[src/rtl/ext_ahb_mailbox_slave.sv]
// AHB-Lite responder exposing a word FIFO mailbox, a checksum of popped words
// and a programmable number of wait states per data phase.
module ext_ahb_mailbox_slave #(
   parameter int unsigned DEPTH    = 16,
   parameter int unsigned PTR_W    = 4,
   parameter int unsigned WAIT_RST = 0
) (
   input  logic        HCLK,
   input  logic        HRESETn,
   input  logic        HSEL,
   input  logic        HREADY,
   input  logic [15:0] HADDR,
   input  logic        HWRITE,
   input  logic [3:0]  HSIZE,
   input  logic [31:0] HWDATA,
   output logic [31:0] HRDATA,
   output logic        HREADYOUT,
   output logic        IRQ
);

   typedef enum logic [1:0] {ST_IDLE, ST_STALL, ST_RESP} state_t;

   localparam logic [PTR_W:0] FULL_CNT = (PTR_W+1)'(DEPTH);

   state_t           state_q, state_d;
   logic [3:0]       cnt_q, cnt_d;
   logic [4:0]       addr_q;
   logic             write_q;
   logic [1:0]       size_q;

   logic             en_q;
   logic [3:0]       wait_q;
   logic             ovf_q, unf_q;
   logic [31:0]      sum_q;
   logic [PTR_W-1:0] wr_ptr_q, rd_ptr_q;
   logic [PTR_W:0]   count_q;
   logic [31:0]      mem [DEPTH];

   logic             accept, resp, wr, rd;
   logic [2:0]       reg_idx;
   logic [3:0]       lane;
   logic [31:0]      wmask, wbits;
   logic             empty, full;
   logic             wr_ctrl, wr_stat, wr_sum, wr_wait, clr;
   logic             push_req, pop_req, do_push, do_pop;
   logic [31:0]      head, rdata;
   logic             unused_bits;

   assign unused_bits = &{1'b0, HSIZE[3:2], HADDR[15:5]};

   // Address phase is only sampled outside STALL so a stalled transfer keeps its address.
   assign accept  = HSEL & HREADY & (state_q != ST_STALL);
   assign resp    = (state_q == ST_RESP);
   assign wr      = resp & write_q;
   assign rd      = resp & ~write_q;
   assign reg_idx = addr_q[4:2];
   assign empty   = (count_q == '0);
   assign full    = (count_q == FULL_CNT);
   assign head    = mem[rd_ptr_q];

   assign HREADYOUT = (state_q != ST_STALL);
   assign IRQ       = en_q & ~empty;

   // Byte-lane enables from the latched size and low address bits (little-endian).
   always_comb begin
      lane = 4'b1111;
      case (size_q)
         2'd0:    lane = 4'b0001 << addr_q[1:0];
         2'd1:    lane = addr_q[1] ? 4'b1100 : 4'b0011;
         default: lane = 4'b1111;
      endcase
      wmask = {{8{lane[3]}}, {8{lane[2]}}, {8{lane[1]}}, {8{lane[0]}}};
   end

   assign wbits    = HWDATA & wmask;
   assign wr_ctrl  = wr & (reg_idx == 3'd0);
   assign wr_stat  = wr & (reg_idx == 3'd1);
   assign wr_sum   = wr & (reg_idx == 3'd4);
   assign wr_wait  = wr & (reg_idx == 3'd5);
   assign clr      = wr_ctrl & wbits[1];
   assign push_req = wr & (reg_idx == 3'd2) & en_q;
   assign pop_req  = rd & (reg_idx == 3'd3) & en_q;
   assign do_push  = push_req & ~full & ~clr;
   assign do_pop   = pop_req & ~empty & ~clr;

   // Next-state and stall counter for the data-phase sequencer.
   always_comb begin
      state_d = state_q;
      cnt_d   = cnt_q;
      case (state_q)
         ST_IDLE, ST_RESP: begin
            if (accept) begin
               if (wait_q == '0) begin
                  state_d = ST_RESP;
               end else begin
                  state_d = ST_STALL;
                  cnt_d   = wait_q;
               end
            end else begin
               state_d = ST_IDLE;
            end
         end
         ST_STALL: begin
            cnt_d = cnt_q - 4'd1;
            if (cnt_q == 4'd1) state_d = ST_RESP;
         end
         default: state_d = ST_IDLE;
      endcase
   end

   // Sequencer state and latched address-phase controls.
   always_ff @(posedge HCLK or negedge HRESETn) begin
      if (!HRESETn) begin
         state_q <= ST_IDLE;
         cnt_q   <= '0;
         addr_q  <= '0;
         write_q <= 1'b0;
         size_q  <= '0;
      end else begin
         state_q <= state_d;
         cnt_q   <= cnt_d;
         if (accept) begin
            addr_q  <= HADDR[4:0];
            write_q <= HWRITE;
            size_q  <= HSIZE[1:0];
         end
      end
   end

   // Control, status and checksum registers; all commits happen in RESP.
   always_ff @(posedge HCLK or negedge HRESETn) begin
      if (!HRESETn) begin
         en_q   <= 1'b0;
         wait_q <= 4'(WAIT_RST);
         ovf_q  <= 1'b0;
         unf_q  <= 1'b0;
         sum_q  <= '0;
      end else begin
         if (wr_ctrl && lane[0]) en_q <= HWDATA[0];
         if (wr_wait) wait_q <= (wait_q & ~wmask[3:0]) | wbits[3:0];
         // Sticky flags: a same-cycle set wins over write-1-to-clear.
         ovf_q <= (push_req & full & ~clr) | (ovf_q & ~(wr_stat & wbits[10]));
         unf_q <= (pop_req & empty & ~clr) | (unf_q & ~(wr_stat & wbits[11]));
         if (wr_sum)      sum_q <= '0;
         else if (do_pop) sum_q <= sum_q + head;
      end
   end

   // FIFO pointers and occupancy; clr empties the FIFO ahead of any push/pop.
   always_ff @(posedge HCLK or negedge HRESETn) begin
      if (!HRESETn) begin
         wr_ptr_q <= '0;
         rd_ptr_q <= '0;
         count_q  <= '0;
      end else if (clr) begin
         wr_ptr_q <= '0;
         rd_ptr_q <= '0;
         count_q  <= '0;
      end else begin
         if (do_push) wr_ptr_q <= wr_ptr_q + 1'b1;
         if (do_pop)  rd_ptr_q <= rd_ptr_q + 1'b1;
         if (do_push && !do_pop)      count_q <= count_q + 1'b1;
         else if (do_pop && !do_push) count_q <= count_q - 1'b1;
      end
   end

   // FIFO storage.
   always_ff @(posedge HCLK) begin
      if (do_push) mem[wr_ptr_q] <= HWDATA;
   end

   // Read mux over the latched address; driven only in RESP.
   always_comb begin
      rdata = '0;
      case (reg_idx)
         3'd0: rdata = {31'd0, en_q};
         3'd1: begin
            rdata[PTR_W:0] = count_q;
            rdata[8]       = empty;
            rdata[9]       = full;
            rdata[10]      = ovf_q;
            rdata[11]      = unf_q;
         end
         3'd3: rdata = (en_q && !empty) ? head : '0;
         3'd4: rdata = sum_q;
         3'd5: rdata = 32'(wait_q);
         default: rdata = '0;
      endcase
      HRDATA = resp ? rdata : '0;
   end

endmodule
[config.mk]
export PLATFORM = sky130hd
export DESIGN_NAME = ext_ahb_mailbox_slave
export DESIGN_NICKNAME = d
export VERILOG_FILES = /design/src/rtl/ext_ahb_mailbox_slave.sv
export SDC_FILE = /design/constraint.sdc
export NUM_CORES = 1
export LEC_CHECK = 0
export ABC_AREA = 1
export BUFFER_PORTS_ARGS = -buffer_cell sky130_fd_sc_hd__buf_2
export CAP_MARGIN = 10
export CORE_AREA = 2 2 173 344
export CTS_CLUSTER_SIZE = 24
export DETAILED_ROUTE_END_ITERATION = 10
export DIE_AREA = 0 0 175 346
export PLACE_DENSITY = 0.57
export SETUP_SLACK_MARGIN = 0.05
export SYNTH_ARGS = -nofsm -noshare
export SYNTH_HDL_FRONTEND = slang
export SYNTH_SLANG_ARGS = --single-unit
[constraint.sdc]
create_clock -name HCLK -period 6.95 [get_ports HCLK]
set_clock_uncertainty 0.05 [all_clocks]
set_input_delay 0 -clock HCLK [delete_from_list [all_inputs] [get_ports HCLK]]
set_output_delay 0 -clock HCLK [all_outputs]
set_load 0.005 [all_outputs]
### Word-level counts from Yosys, hierarchy flattened

Memory sizes are Yosys's and may differ from the RTL's.
Index checks and enable logic that the tools add are counted.
W data, S select, Z words.

| storage, ports and cells | value |
|---|---|
| latch bits | 0 |
| input bits | 57 |
| RAM bits | 512 |
| memories | 1 |
| bits in registers | 66 |
| memory bits (read-only) | 0 |

Memory list:

| memory | depth | bits a word | read ports | clocked after Yosys merged registers in | write ports | line | text |
|---|---|---|---|---|---|---|---|
| mem | 16 | 32 | 1 | 0 | 1 | 37 | `logic [31:0] mem [DEPTH];` |

| cells by class | value |
|---|---|
| multiplexer cells | 26 |
| eq/ne operators | 14 |
| order comparisons | 0 |
| reductions and logical operators | 19 |
| shift-type cells | 1 |
| multiply operators | 0 |
| $add $sub $neg | 6 |
| bitwise logic cells | 38 |
| div/mod/pow operators | 0 |

Operators by type and width:

| kind | count |
|---|---|
| $mux W32 | 4 |
| $pmux W20 S2 | 1 |
| $add A32 B32 Y32 | 1 |
| $and A1 B1 Y1 | 26 |
| $pmux W5 S5 | 1 |
| $mux W4 | 6 |
| $mux W5 | 3 |
| $and A12 B12 Y12 | 1 |
| $pmux W4 S3 | 1 |
| $add A4 B1 Y4 const B | 2 |
| $mux W2 | 4 |
| $pmux W2 S2 | 2 |
| $pmux W4 S2 | 1 |
| $reduce_bool A2 Y1 | 4 |
| $eq A3 B2 Y1 const B | 2 |
| $eq A3 B3 Y1 const B | 2 |
| $ne A2 B2 Y1 const B | 3 |
| $not A1 Y1 | 6 |
| $pmux W3 S2 | 1 |
| $add A5 B1 Y5 const B | 1 |
| $eq A5 B5 Y1 const B | 1 |
| $logic_not A5 Y1 | 1 |
| $sub A5 B1 Y5 const B | 1 |
| $and A4 B4 Y4 | 1 |
| other kinds (19) | 28 |

### Longest topological paths before layout

| logic depth | value |
|---|---|
| depth after elaboration | 11 |
| mapped depth | 24 |
| depth with buffers taken out | 22 |

### Least setup slack after synthesis

OpenSTA, ideal clock, no wires.

| timing | value |
|---|---|
| kind | reg-to-reg |
| from | register rd_ptr_q[0] |
| to | register sum_q[26] |
| buffers on the path | 2 |
| period minus slack after synthesis | 3.189 ns |
| cell stages (with the launch flop) | 23 |
| setup slack | 3.761 ns |
| arrival time | 3.021 ns |
| path through | dfrtp_1 -> inv_2 -> buf_4 -> clkbuf_1 -> o21ai_0 -> o211ai_1 -> nand3_1 -> nand2_1 -> ha_1 -> inv_1 -> fa_1 -> inv_1 -> nand2_1 -> o21ai_0 -> nand2_1 -> nand2_1 -> nand2_1 -> nand2_1 -> nand2_1 -> nand2_1 -> nand2_1 -> nand3_1 -> nand2_1 |

| on the way | value |
|---|---|
| longest elaborated chain between the ends | 4 |

Ends and longest elaborated chain:

| element | line | text |
|---|---|---|
| start: declaration | 35 | `logic [PTR_W-1:0] wr_ptr_q, rd_ptr_q;` |
| start signal: assignment | 161 | `if (do_pop) rd_ptr_q <= rd_ptr_q + 1'b1;` |
| $mem_v2 Z16 W32 | n/a |  |
| $add A32 B32 Y32 | 145 | `else if (do_pop) sum_q <= sum_q + head;` |
| $mux W32 | 145 |  |
| $mux W32 | 144 | `if (wr_sum) sum_q <= '0;` |
| end signal: assignment | 145 |  |
| end: declaration | 34 | `logic [31:0] sum_q;` |

Every way passes these cells. The select of a mux whose other input is x is not followed.
A chain may end at the register's enable or synchronous reset.

### Worst setup path in the final report

| timing | value |
|---|---|
| from | register rd_ptr_q[1] |
| to | register sum_q[26] |

The elaborated chain is that of the path after synthesis.

==> results <==
- The flow ran to the end, and the final reports show no timing, DRC or antenna violations.
- Of the post-synthesis cell area, the dominant cell type holds 0.597.
- The floorplan step defined a die boundary enclosing 60600 sq um.
- The port buffer count is 77.
- The first global-routing pass estimated 108 mm of wire.
- The height of the die is 346 microns.
- The total half-perimeter wirelength after legalization and detailed placement is 43.2 mm.
- Counting the fill cells in the layout gives 5167.
- The worst endpoint data arrival time is 5390 ps.
- Timing analysis after detailed placement gives a worst setup slack of 2020 ps.
- The clock latency at the later pin of the worst-skew pair is 600 ps.
- The top cell type by total area after synthesis is edfxtp_1.
- The leakage power summed over all cells is 10.5 nW.
- After clock tree synthesis, the setup repair step added 0 buffers.
- Of all flip-flops after synthesis, the portion carrying an async set or reset was 0.114.
- The first element of the critical path is rd_ptr_q[1].
- The die is 175 microns wide.
- The maximum number of pins on one net before global-route repair is 133.
- The cell area after layout is 28900 sq um.
- TritonCTS built the clock tree.
- Summed over all nets, the switching power comes to 0.00472 W.
- After detailed routing, the number of vias per cell comes to 5.56.
- The worst setup path endpoint is sum_q[26].
- The initialized floorplan defines 125 standard-cell rows.
- The routed design could run at a clock period as short as 4960 ps.
- Of the total power, the share spent switching nets is 0.411.
- The average instance in the mapped netlist occupies 10.7 sq um.
- Clock-pin slew was measured on the worst setup and hold paths at 70 ps.
- The share of total power dissipated in combinational logic is 0.396.
- Setup violations remaining at the end of the flow were counted as 0.
- The synthesized net count is 2502.
- The total via count in the routed design is 18300.
- The critical-path maximum fanout is 81.
- The cell area after synthesis is 25800 sq um.
- IR analysis of the VDD net gives a maximum drop of 0.258 mV.
- The design draws 0.0115 W.
- The final setup slack of the worst path is 1990 ps.
- The number of gates resized after cts is 0.
- In this run, synthesis produced a sequential element count of 578.
- The combined global-route utilization of all metal layers is 0.238.
- The clock passes through at most 3 buffers.
- Dividing total power by cell area gives a power density of 398 nW/um^2.
- Of the total power, the clock network draws 0.239.
- The first detailed-routing pass took 5 iterations.
- For this run, the top clock speed supported by timing is 0.202 GHz.
- At the end of the flow the core is filled with cells to 0.498.
- The initial utilization of the core area, before any placement, comes to 0.444.
- After detailed routing, the wire length on met1 is 26.5 mm.
- The root buffer selected by CTS is clkbuf_16.
- Of the cells placed in the final design, the portion with a size suffix greater than 1 is 0.0861.
- The setup path with the least slack is of type reg -> reg.
- During synthesis, Yosys emitted a total of 0 warnings.
- The sum of met2 wire segment lengths after detailed routing is 39.3 mm.
- During I/O placement, the number of pins put on the boundary was 91.
- Synthesis instantiated 40 different standard cells from the library.
- The transition time of the tightest slew-check pin is 967 ps.
- Ranked by total cell area, the synthesized netlist is headed by edfxtp_1 (60%), nor2_1 (6.6%), dfrtp_1 (6.4%).
- The power share of the sequential group is 0.365.
- Of the synthesized area, sequential elements account for 0.661.
- The kind of launch point of the worst setup path is a flop.
- The initial antenna violation count was 2.
- The number of levels in the clock H-tree is 2.
- The number of global-route vias before repair is 18000.
- The minimum setup slack among reg-to-reg paths is 1990 ps.
- The tool flagged a number of max-cap violations equal to 0.
- The top layer used by detailed routing is met4.
- The total met3 wirelength after detailed routing is 2.92 mm.
- Internal power comes to 0.00677 W.
- The region available for standard cell placement spans 58000 sq um.
- Hold repair after CTS inserted 42 buffers.
- For the worst flop-to-flop path, the logic depth is 21.
- The number of antenna-violating nets in the routed design is 0.
- The number of clock buffers added by TritonCTS is 50.
- In this run the cell area measured after placement is 26900 sq um.
- At the end of routability-driven placement, the weighted congestion stood at 0.926.
- The period utilization is 0.714.
- The number of pins exceeding their max-slew limit in the final report is 0.
- The post-route setup TNS is 0 ps.
- The worst hold-check path type is in -> reg.
- For this block, the initial DRC count from the detailed router was 1281.
- Headroom to the max-slew limit came out at 0.356.
- The launch instance of the worst register-to-register path is rd_ptr_q[1].
- The synthesized instance count is 2402.
- The most used flip-flop cell after synthesis is edfxtp_1.
- The relative area change from synthesis to final layout is 12.2%.
- The post-layout net count is 2583.
- Setup repair after global routing left no endpoint under its margin.
- The kind of end point of the critical path is a flop.
- The final wirelength is 72.2 mm.
- The number of sinks driven by the clock tree is 578.
- The endpoint of the worst-slack reg-to-reg timing path is sum_q[26].
- The final global-route overflow total is 0.
- The required time at the worst-slack endpoint is 7380 ps.
- Dividing the detail-routed wire length by the instance count gives 22.0 microns.
- The hold violation count in the final report is 0.
- Yosys mapped a number of flops with a built-in enable equal to 512.
- The total DRC errors in the routed layout is 0.
==> per-stage QoR <==
| stage | hold WS (ps) | std cells |
|---|---|---|
| after floorplan | -346 | 2402 |
| after global placement | -239 | 3151 |
| after detailed placement | -233 | 3151 |
| after CTS | 35.7 | 3283 |
| after global routing | 131 | 3284 |
| final | 39.6 | 3284 |
==> cell type report <==
cell class | count | area (sq um) | area share
Tap cell | 762 | 953 | 0.0330
Inverter | 145 | 549 | 0.0190
Timing Repair Buffer | 150 | 1070 | 0.0369
Sequential cell | 578 | 17000 | 0.589
Clock buffer | 60 | 1310 | 0.0453
Antenna cell | 1 | 2.50 | 0.0000866
Multi-Input combinational cell | 1558 | 7720 | 0.267
Clock inverter | 30 | 272 | 0.00939
==> worst max-delay path: stages, from the launching register on <==
cell      delay, ps
dfrtp_4         990
inv_2           580
nor2_1          200
o21ai_0         100
o211ai_1        150
nand3_1         100
nand2_1         150
ha_1            200
inv_1            80
fa_1            420
inv_1            70
nand2_1          60
o21ai_0         660
nand2_1         100
nand2_1         170
nand2_1          70
nand2_1         230
nand2_1         160
nand2_1         100
nand2_1          50
nand3_1          60
nand2_1          60
==> metal layers <==
layer  track usage  vias up
li1              -     8579
met1         0.261     9035
met2         0.452      475
met3        0.0259      173
met4         0.112        0
met5             0        -
==> cell families after synthesis <==
| logic type | share of synthesized area |
|---|---|
| buffers and inverters | 0.0445 |
| multiplexers | 0.000437 |
| XOR/XNOR | 0.00374 |
| flip-flops | 0.661 |
| adder cells (fa/ha/maj) | 0.0215 |
| AND/OR/NAND/NOR | 0.150 |
| AO/OA/AOI/OAI | 0.119 |
==> power groups by stage <==
stage | combinational, W | clock [W] | sequential, W
after global placement | 0.00443 | 0 | 0.00426
after CTS | 0.00457 | 0.00280 | 0.00419
final | 0.00455 | 0.00275 | 0.00420
after floorplan | 0.00322 | 0 | 0.00409
after detailed placement | 0.00453 | 0 | 0.00427
after global routing | 0.00508 | 0.00292 | 0.00422
==> cell usage after synthesis, types with 39 or more instances <==
master and number:
ha_1 41, dfrtp_1 66, clkbuf_1 57, a21oi_1 91
inv_1 140, buf_2 39, nand3_1 117, edfxtp_1 512
nor2_1 455, o21ai_0 294, nand2_1 361, o211ai_1 116
==> cell usage in the layout, fill, tap and decap left out, types with 3 or more instances in the layout <==
master / count
or2_2: 4
nand4_1: 6
xnor2_1: 8
nand3_1: 117
clkbuf_16: 51
o211ai_1: 116
clkbuf_1: 9
dlygate4sd3_1: 42
clkinv_2: 7
o31ai_1: 3
edfxtp_1: 512
nor2_2: 3
a21oi_1: 91
buf_4: 30
nand3b_1: 5
o221ai_1: 8
clkinv_1: 12
o21bai_1: 5
dfrtp_1: 63
nor2_1: 439
o22ai_1: 7
buf_2: 76
bufinv_16: 4
xor2_1: 3
ha_1: 41
inv_2: 6
nand2_1: 361
inv_1: 138
o211ai_2: 3
nor3_1: 13
o21ai_0: 294
nor2_4: 18
==> worst min path at each step <==
stage / start / end / slack [ps] / cells after the start
floorplan: HRESETn / async pin / -350 / 0
global placement: HRESETn / cnt_q[2] / -240 / 1
detailed placement: HRESETn / size_q[0] / -230 / 1
CTS: HSEL / addr_q[4] / 40 / 3
global route: HSEL / addr_q[4] / 130 / 3
finish: HSEL / addr_q[4] / 40 / 3
==> state kept, by name, indices dropped and copies added (netlist names), 4 cells and up, named ones only <==
signal / cells
cnt_q: 4
mem: 512
wr_ptr_q: 4
count_q: 5
addr_q: 5
rd_ptr_q: 4
sum_q: 32
No activity file was read; power rests on OpenSTA's default activity.
